## src/rtl/network_ejection_vc_arbiter.sv

```systemverilog
// Packet-level round-robin arbiter sharing one registered ejection port among NUM_VC
// virtual-channel queues; a VC that wins with a header holds the port until its tail.
module network_ejection_vc_arbiter #(
    parameter int NUM_VC      = 4,
    parameter int FLIT_WIDTH  = 64,
    parameter int VC_ID_WIDTH = $clog2(NUM_VC)
) (
    input  logic                         clk_i,
    input  logic                         rst_ni,
    input  logic [NUM_VC*FLIT_WIDTH-1:0] flit_i,
    input  logic [NUM_VC*2-1:0]          flit_type_i,
    input  logic [NUM_VC-1:0]            valid_i,
    output logic [NUM_VC-1:0]            ready_o,
    output logic [FLIT_WIDTH-1:0]        flit_o,
    output logic [1:0]                   flit_type_o,
    output logic [VC_ID_WIDTH-1:0]       vc_id_o,
    output logic                         valid_o,
    input  logic                         ready_i,
    output logic                         error_o,
    output logic [31:0]                  pkt_count_o
);

    localparam logic [1:0] T_HEAD = 2'b00;
    localparam logic [1:0] T_BODY = 2'b01;
    localparam logic [1:0] T_TAIL = 2'b10;
    localparam logic [1:0] T_HT   = 2'b11;

    typedef enum logic {IDLE, LOCKED} state_e;

    state_e                  state_q;
    logic [VC_ID_WIDTH-1:0]  ptr_q, owner_q;
    logic [FLIT_WIDTH-1:0]   flit_q;
    logic [1:0]              type_q;
    logic [VC_ID_WIDTH-1:0]  vc_q;
    logic                    valid_q, error_q;
    logic [31:0]             pkt_q;

    logic                    load_en, gnt_vld, in_xfer, stray, load_flit;
    logic [VC_ID_WIDTH-1:0]  gnt, idx, next_ptr;
    logic [FLIT_WIDTH-1:0]   in_flit;
    logic [1:0]              in_type;

    assign load_en = !valid_q || ready_i;

    // Locked: the owner is the only candidate even while its valid_i is low (stall).
    always_comb begin
        gnt     = owner_q;
        gnt_vld = 1'b0;
        idx     = '0;
        if (state_q == LOCKED) begin
            gnt_vld = 1'b1;
        end else begin
            for (int i = 0; i < NUM_VC; i++) begin
                idx = VC_ID_WIDTH'((int'(ptr_q) + i) % NUM_VC);
                if (!gnt_vld && valid_i[idx]) begin
                    gnt     = idx;
                    gnt_vld = 1'b1;
                end
            end
        end
    end

    always_comb begin
        ready_o = '0;
        in_flit = '0;
        in_type = '0;
        for (int k = 0; k < NUM_VC; k++) begin
            if (gnt == VC_ID_WIDTH'(k)) begin
                in_flit = flit_i[k*FLIT_WIDTH +: FLIT_WIDTH];
                in_type = flit_type_i[2*k +: 2];
                if (rst_ni && gnt_vld) ready_o[k] = load_en;
            end
        end
    end

    assign in_xfer   = |(valid_i & ready_o);
    assign stray     = (state_q == IDLE) && (in_type == T_BODY || in_type == T_TAIL);
    assign load_flit = in_xfer && !stray;
    assign next_ptr  = (int'(gnt) == NUM_VC - 1) ? '0 : gnt + VC_ID_WIDTH'(1);

    always_ff @(posedge clk_i) begin
        if (!rst_ni) begin
            state_q <= IDLE;
            ptr_q   <= '0;
            owner_q <= '0;
            flit_q  <= '0;
            type_q  <= '0;
            vc_q    <= '0;
            valid_q <= 1'b0;
            error_q <= 1'b0;
            pkt_q   <= '0;
        end else begin
            // Tail and header_tail both have bit 1 set.
            if (valid_q && ready_i && type_q[1]) pkt_q <= pkt_q + 32'd1;
            if (load_en) begin
                valid_q <= load_flit;
                if (load_flit) begin
                    flit_q <= in_flit;
                    type_q <= in_type;
                    vc_q   <= gnt;
                end
            end
            if (in_xfer) begin
                case (state_q)
                    IDLE: begin
                        case (in_type)
                            T_HEAD: begin
                                state_q <= LOCKED;
                                owner_q <= gnt;
                            end
                            T_HT:    ptr_q <= next_ptr;
                            default: begin
                                error_q <= 1'b1;
                                ptr_q   <= next_ptr;
                            end
                        endcase
                    end
                    LOCKED: begin
                        case (in_type)
                            T_TAIL: begin
                                state_q <= IDLE;
                                ptr_q   <= next_ptr;
                            end
                            T_BODY:  ;
                            default: error_q <= 1'b1;
                        endcase
                    end
                    default: state_q <= IDLE;
                endcase
            end
        end
    end

    assign flit_o      = flit_q;
    assign flit_type_o = type_q;
    assign vc_id_o     = vc_q;
    assign valid_o     = valid_q;
    assign error_o     = error_q;
    assign pkt_count_o = pkt_q;

endmodule
```

## config.mk

```make
export PLATFORM = sky130hd
export DESIGN_NAME = network_ejection_vc_arbiter
export DESIGN_NICKNAME = d
export VERILOG_FILES = /design/src/rtl/network_ejection_vc_arbiter.sv
export SDC_FILE = /design/constraint.sdc
export NUM_CORES = 1
export LEC_CHECK = 0
export CAP_MARGIN = 20
export CELL_PAD_IN_SITES_DETAIL_PLACEMENT = 1
export CELL_PAD_IN_SITES_GLOBAL_PLACEMENT = 2
export CORE_UTILIZATION = 20
export CTS_BUF_LIST = sky130_fd_sc_hd__clkbuf_2
export DETAILED_ROUTE_END_ITERATION = 6
export GPL_TIMING_DRIVEN = 0
export PLACE_DENSITY_LB_ADDON = 0.08
export SYNTH_ARGS = -nofsm -noshare
export SYNTH_HDL_FRONTEND = slang
export SYNTH_SLANG_ARGS = --single-unit
export TNS_END_PERCENT = 5
```

## constraint.sdc

```tcl
create_clock -name clk_i -period 7 [get_ports clk_i]
set_input_delay 1.75 -clock clk_i [delete_from_list [all_inputs] [get_ports clk_i]]
set_output_delay 1.75 -clock clk_i [all_outputs]
set_load 0.01 [all_outputs]
```

Yosys cells after proc, flatten, opt, wreduce, memory -nomap -nowiden
Cells that the tools add are included.
{ "op_classes": {"magnitude_cmp": 4, "n_eq_ne": 11, "n_mux": 44, "bitwise": 2, "add_sub_neg": 5, "n_reduce_logical": 24} }
{ "ops": {"columns": ["operator", "count"], "rows": [
  ["two-way mux 64 bit", 4],
  ["adder 32 x 1 -> 32 bit, second input constant", 1],
  ["two-way mux 2 bit", 12],
  ["two-way mux 1 bit", 21],
  ["less-than comparator 2 x 3 -> 1 bit, second input constant", 4],
  ["AND reduction 3 bit", 3],
  ["binary-select mux 1 bit (select 2 bit)", 4],
  ["== test 2 bit, second input constant", 4],
  ["logical AND 1 bit", 8],
  ["== test 2 x 1 -> 1 bit, second input constant", 3],
  ["!= test 2 bit, second input constant", 3],
  ["zero test 1 bit", 5],
  ["adder 2 x 1 -> 2 bit, second input constant", 2],
  ["adder 2 bit, second input constant", 2],
  ["bitwise AND 4 bit", 1],
  ["zero test 2 bit", 2],
  ["case mux 1 bit (2 select lines)", 2],
  ["case mux 2 bit (2 select lines)", 1],
  ["OR reduction 2 bit", 2],
  ["OR reduction 4 bit", 1],
  ["logical OR 1 bit", 2],
  ["!= test 2 x 1 -> 1 bit, second input constant", 1],
  ["AND reduction 2 bit", 1],
  ["inverter 1 bit", 1]
]} }
{ "totals": {"output_inout_bits": 106, "register_bits": 107} }

Logic depth before layout (Yosys ltp)
{ "depth": {"ltp_word": 27, "ltp_mapped": 19, "depth_no_buf": 14} }

Least setup slack after synthesis
OpenSTA, ideal clock, no wires.
{ "synth_path": {"path_type": "input to output", "from": "input port valid_i[3]", "to": "output port ready_o[1]", "n_path_buf": 5, "arrival_time_ps": 4064, "stages": 12, "path_slack_ps": 1186, "path_cell_list": "clkbuf_1 -> clkbuf_1 -> mux2i_1 -> nor2_1 -> a311o_1 -> a211oi_1 -> nand2b_1 -> ha_1 -> clkbuf_1 -> clkbuf_1 -> clkbuf_1 -> and2_1"} }
{ "synth_between": {"elab_chain_len": 19, "elab_cells_between_ends": 31, "classes_between": "eq/ne (1); mux (23); reduce/logical (7)"} }
{ "synth_lines": {"columns": ["item", "line", "source"], "rows": [
  ["start, declared", "12", "input logic [NUM_VC-1:0] valid_i,"],
  ["binary-select mux 1 bit (select 2 bit)", "55", "if (!gnt_vld && valid_i[idx]) begin"],
  ["two-way mux 1 bit (implied by the code)", "55", null],
  ["two-way mux 1 bit", "55", null],
  ["two-way mux 1 bit", "50", "if (state_q == LOCKED) begin"],
  ["zero test 1 bit", "55", null],
  ["logical AND 1 bit", "55", null],
  ["two-way mux 1 bit", "55", null],
  ["two-way mux 1 bit", "50", null],
  ["[3 not listed]", null, null],
  ["two-way mux 1 bit", "50", null],
  ["zero test 1 bit", "55", null],
  ["logical AND 1 bit", "55", null],
  ["two-way mux 1 bit", "55", null],
  ["two-way mux 1 bit", "50", null],
  ["logical AND 1 bit", "71", "if (rst_ni && gnt_vld) ready_o[k] = load_en;"],
  ["two-way mux 1 bit", "71", null],
  ["two-way mux 1 bit (*)", "68", "if (gnt == VC_ID_WIDTH'(k)) begin"],
  ["end, declared", "13", "output logic [NUM_VC-1:0] ready_o,"]
]} }
Every way passes the cells marked *; elsewhere a longest branch is shown, timed or not. The select of a mux whose other input is x is not followed.

Worst setup path in the final report
{ "layout_path": {"from": "input port valid_i[0]", "to": "output port ready_o[2]"} }
{ "layout_between": {"elab_cells_between_ends": 31, "classes_between": "eq/ne (1); mux (23); reduce/logical (7)"} }
{ "layout_lines": {"columns": ["item", "line", "source"], "rows": [
  ["binary-select mux 1 bit (select 2 bit)", "55", null],
  ["two-way mux 1 bit (implied by the code)", "55", null],
  ["two-way mux 1 bit", "55", null],
  ["two-way mux 1 bit", "50", null],
  ["zero test 1 bit", "55", null],
  ["logical AND 1 bit", "55", null],
  ["two-way mux 1 bit", "55", null],
  ["two-way mux 1 bit", "50", null],
  ["[3 not listed]", null, null],
  ["two-way mux 1 bit", "50", null],
  ["zero test 1 bit", "55", null],
  ["logical AND 1 bit", "55", null],
  ["two-way mux 2 bit (*)", "55", null],
  ["two-way mux 2 bit (*)", "50", null],
  ["via gnt[1]", "39", "logic [VC_ID_WIDTH-1:0] gnt, idx, next_ptr;"],
  ["== test 2 bit (*)", "68", null],
  ["two-way mux 1 bit (*)", "68", null]
]} }
The timed path passes the listed nets; every way through them passes the cells marked *. The select of a mux whose other input is x is not followed.

==> run_results.csv <==
group,metric,value,unit
status,result_of_the_run,"completed",
drt,postRouteAntennaNets,0,
synthesis,synth_top_cells_by_area,"sky130_fd_sc_hd__dfxtp_1 (33%), sky130_fd_sc_hd__a221oi_1 (8.9%), sky130_fd_sc_hd__a211oi_1 (7.6%)",
floorplanning,die_w,181,µm
floorplanning,pin_count,377,
setup_path,critPathMaxFanout,10,
sta,fmaxAchievable,0.147,GHz
clock_tree,cts.hold.buffers_added,0,
synthesis,synthFlopType,"sky130_fd_sc_hd__dfxtp_1",
sta,fin_worst_skew,0.0533,ns
synthesis,synthesis.area_per_instance,7.68,µm²
placed_design,place.gp.congestion,0.798,
drt,vias_per_cell,4.75,
setup_path,timing.critical_path.from_type,"input port",
floorplanning,dieHeight,181,µm
synthesis,synth-seq-area-share,33.5,%
setup_path,cp.required,5.25,ns
grt,wire_length_of_the_first_global_routing_pass,49200,µm
synthesis,synth_top_area_share,33.5,%
synthesis,synth_top_cells_by_count,"sky130_fd_sc_hd__dfxtp_1 (107), sky130_fd_sc_hd__nor2_1 (100), sky130_fd_sc_hd__a21oi_1 (86), sky130_fd_sc_hd__nor3_1 (73)",
floorplanning,floorplan.core_area,0.0315,mm²
synthesis,synth-edff-count,0,
setup_path,rr_startpoint,"ptr_q[0]",
clock_tree,cts_root_buffer,"sky130_fd_sc_hd__clkbuf_2",
finish,final_core_utilization,34.5,%
sta,timing_hold_violations_final,0,
finish,layoutNonFillerInstCount,1633,
setup_path,path_buf_inv,5,
synthesis,synthDominantAreaCellType,"sky130_fd_sc_hd__dfxtp_1",
grt,gr-usage-all-layers,19.9,%
setup_path,setup.worst_path.end_class,"output port",
setup_path,crit_type,"in2out",
grt,vias_in_the_first_global_route,8216,
power,irDropWorstVdd,0.000130,V
finish,fraction_of_layout_cells_with_a_size_suffix_above_1,4.43,%
sta,final.period_utilization,97.2,%
setup_path,crit_chain,"clkdlybuf4s50_1, clkbuf_2, nor2b_1, o32a_1, o21ai_0, a211oi_2, nor2b_2, ha_4, clkbuf_2, clkbuf_4, and2_1, clkdlybuf4s50_1",
clock_tree,ctsHtreeMaxLevel,3,
sta,tightest_slew,0.711,ns
synthesis,synth.area.mux_share,0.469,%
drt,number_of_detailed_routing_iterations_run_before_antenna_repair,4,
power,leakage,3.56,nW
floorplanning,die_area,0.0327,mm²
synthesis,nets_in_the_synthesized_netlist,1110,
drt,wl_per_cell,20.2,µm
sta,period_needed,6.81,ns
job,max_cap_check_violation_count,0,
synthesis,number_of_distinct_library_cells_after_synthesis,60,
drt,routed_wirelength,33000,µm
synthesis,synth_simple_gate_area_share,27.2,%
setup_path,critical_path.startpoint,"valid_i[0]",
finish,layout.nets,1491,
placed_design,placement.cell_area,0.0106,mm²
grt,grt_overflow_total,0,
synthesis,synth_xor_xnor_area_share,3.29,%
sta,max-slew-margin-rel,52.2,%
drt,routed-via-count,7762,
floorplanning,initial_cell_density_of_the_core,20.3,%
synthesis,synth_top_family_by_area,"compound AO/OA/AOI/OAI gates",
min_path,worst_hold_path_class,"reg2reg",
synthesis,synthMostInstantiatedCell,"sky130_fd_sc_hd__dfxtp_1",
finish,postLayoutCellArea,0.0109,mm²
setup_path,timing.critical_path.slowest_stage_cell,"sky130_fd_sc_hd__clkdlybuf4s50_1",
synthesis,flops_latches_synth,107,
clock_tree,clk-insertion-delay-late,0.64,ns
placed_design,detailedPlacementHpwl,27400,µm
setup_path,arrival,5.06,ns
finish,num-fill-cells,3747,
power,power_per_cell_area,347,mW/mm²
synthesis,postSynthCellCount,833,
synthesis,synth-warning-count,0,
grt,grt_max_degree,22,
synthesis,syn-cell-area,0.00640,mm²
drt,drt_iter0_markers,264,
sta,setup_total_negative_slack,0,ns
clock_tree,cts_tree,"done",
placed_design,numPlacedInstances,1609,
clock_tree,cts_made_buffers,9,
floorplanning,placementRows,65,
setup_path,cpLargestDelayFamily,"buffers and inverters",
finish,syn2layout_area_growth,70.0,%
sta,report.final.setup_viol,0,
synthesis,synth-compound-area-share,28.2,%
placed_design,io_buffer_count,374,
drt,route.detailed.drc,0,
clock_tree,cts.repair_timing.setup_buffer_count,0,
synthesis,synth_async_sr_flop_share,0,%
synthesis,adder_cell_share_of_the_synthesized_area,1.17,%
sta,timing_max_transition_violations_final,0,
grt,number_of_antenna_violations_at_the_first_check_in_global_routing,15,
clock_tree,cts-root-to-sink-buffers,2,
setup_path,max_stage_delay,0.59,ns
setup_path,ff2ff_setup_slack,1.79,ns
min_path,hold_path.startpoint,"vc_id_o[0]",
clock_tree,clk_pin_slew_worst_paths,0.36,ns
clock_tree,cts.sink_count,107,
[power breakdown]
part	internal, W	leakage, nW	switching, W
sequential	0.000755	0.870	0.0000826
combinational	0.00111	2.62	0.00150
clock	0.0000623	0.0750	0.000260
total	0.00193	3.56	0.00184
[cells in the final DEF (no fill, tap or decap), types with 18 or more instances in the layout]
master / count
sky130_fd_sc_hd__clkdlybuf4s50_1: 373
sky130_fd_sc_hd__dfxtp_1: 107
sky130_fd_sc_hd__nor2_1: 100
sky130_fd_sc_hd__a21oi_1: 86
sky130_fd_sc_hd__nor3_1: 72
sky130_fd_sc_hd__nor2b_1: 68
sky130_fd_sc_hd__a221oi_1: 64
sky130_fd_sc_hd__a211oi_1: 64
sky130_fd_sc_hd__clkbuf_1: 58
sky130_fd_sc_hd__nand2_1: 18
sky130_fd_sc_hd__xnor2_1: 18
[sequential cells by signal, summed over array words and instances (netlist names)]
| register | cells |
|---|---|
| flit_o | 64 |
| pkt_count_o | 32 |
| flit_type_o | 2 |
| owner_q | 2 |
| ptr_q | 2 |
| vc_id_o | 2 |
| error_o | 1 |
| state_q | 1 |
| valid_o | 1 |
[cell families (layout without fill, tap and decap cells)]
group                    Yosys count  after routing
AO/OA/AOI/OAI                    260            260
buffers and inverters             98            484
AND/OR/NAND/NOR                  335            335
other                              0             12
XOR/XNOR                          24             24
adder cells (fa/ha/maj)            6              6
flip-flops                       107            107
multiplexers                       3              3
[final cells by class]
class,instances,area (µm²),share of cell area [%]
Antenna cell,12,30.0,0.276
Buffer,80,352,3.23
Clock buffer,9,45.0,0.414
Clock inverter,7,78.8,0.725
Inverter,14,52.6,0.483
Multi-Input combinational cell,628,3920,36.1
Sequential cell,107,2140,19.7
Tap cell,402,503,4.63
Timing Repair Buffer,374,3750,34.5
[repair_timing]
| item | 4_1_cts | 5_1_grt |
|---|---|---|
| pin swaps | 0 | 0 |
| setup endpoints to repair | 3 | 3 |
| resized for setup | 16 | 8 |
[path summary, 6_finish.rpt]
check          endpoint  cells after the start
min          vc_id_o[0]                      2
min reg2reg  vc_id_o[0]                      2
max          ready_o[2]                     12
max reg2reg  flit_o[41]                     15
[worst min-delay path, delay by kind of cell, from the launching register on]
| kind | cells | cell delay, ns |
|---|---|---|
| DFF | 1 | 0.39 |
| and+or+nand+nor | 1 | 0.06 |
| AOI/OAI and AO/OA | 1 | 0.06 |
[metrics by stage]
| stage | worst slack (ns) | hold slack, ns | power (W) |
|---|---|---|---|
| finish | 0.194 | 0.490 | 0.00377 |
| global route | -0.0230 | 0.522 | 0.00412 |
| CTS | 0.0174 | 0.499 | 0.00382 |
| detailed placement | -0.934 | 0.475 | 0.00347 |
| global placement | -0.938 | 0.452 | 0.00347 |
| floorplan | 1.19 | 0.481 | 0.00239 |
[metal layers]
| layer | track usage [%] | part of all wire [%] |
|---|---|---|
| met5 | 0 | 0.11 |
| met3 | 5.74 | 6.4 |
| met1 | 22.6 | 41 |
| met4 | 5.33 | 1.1 |
| met2 | 35.9 | 52 |
Power figures use the tool's default switching activity.
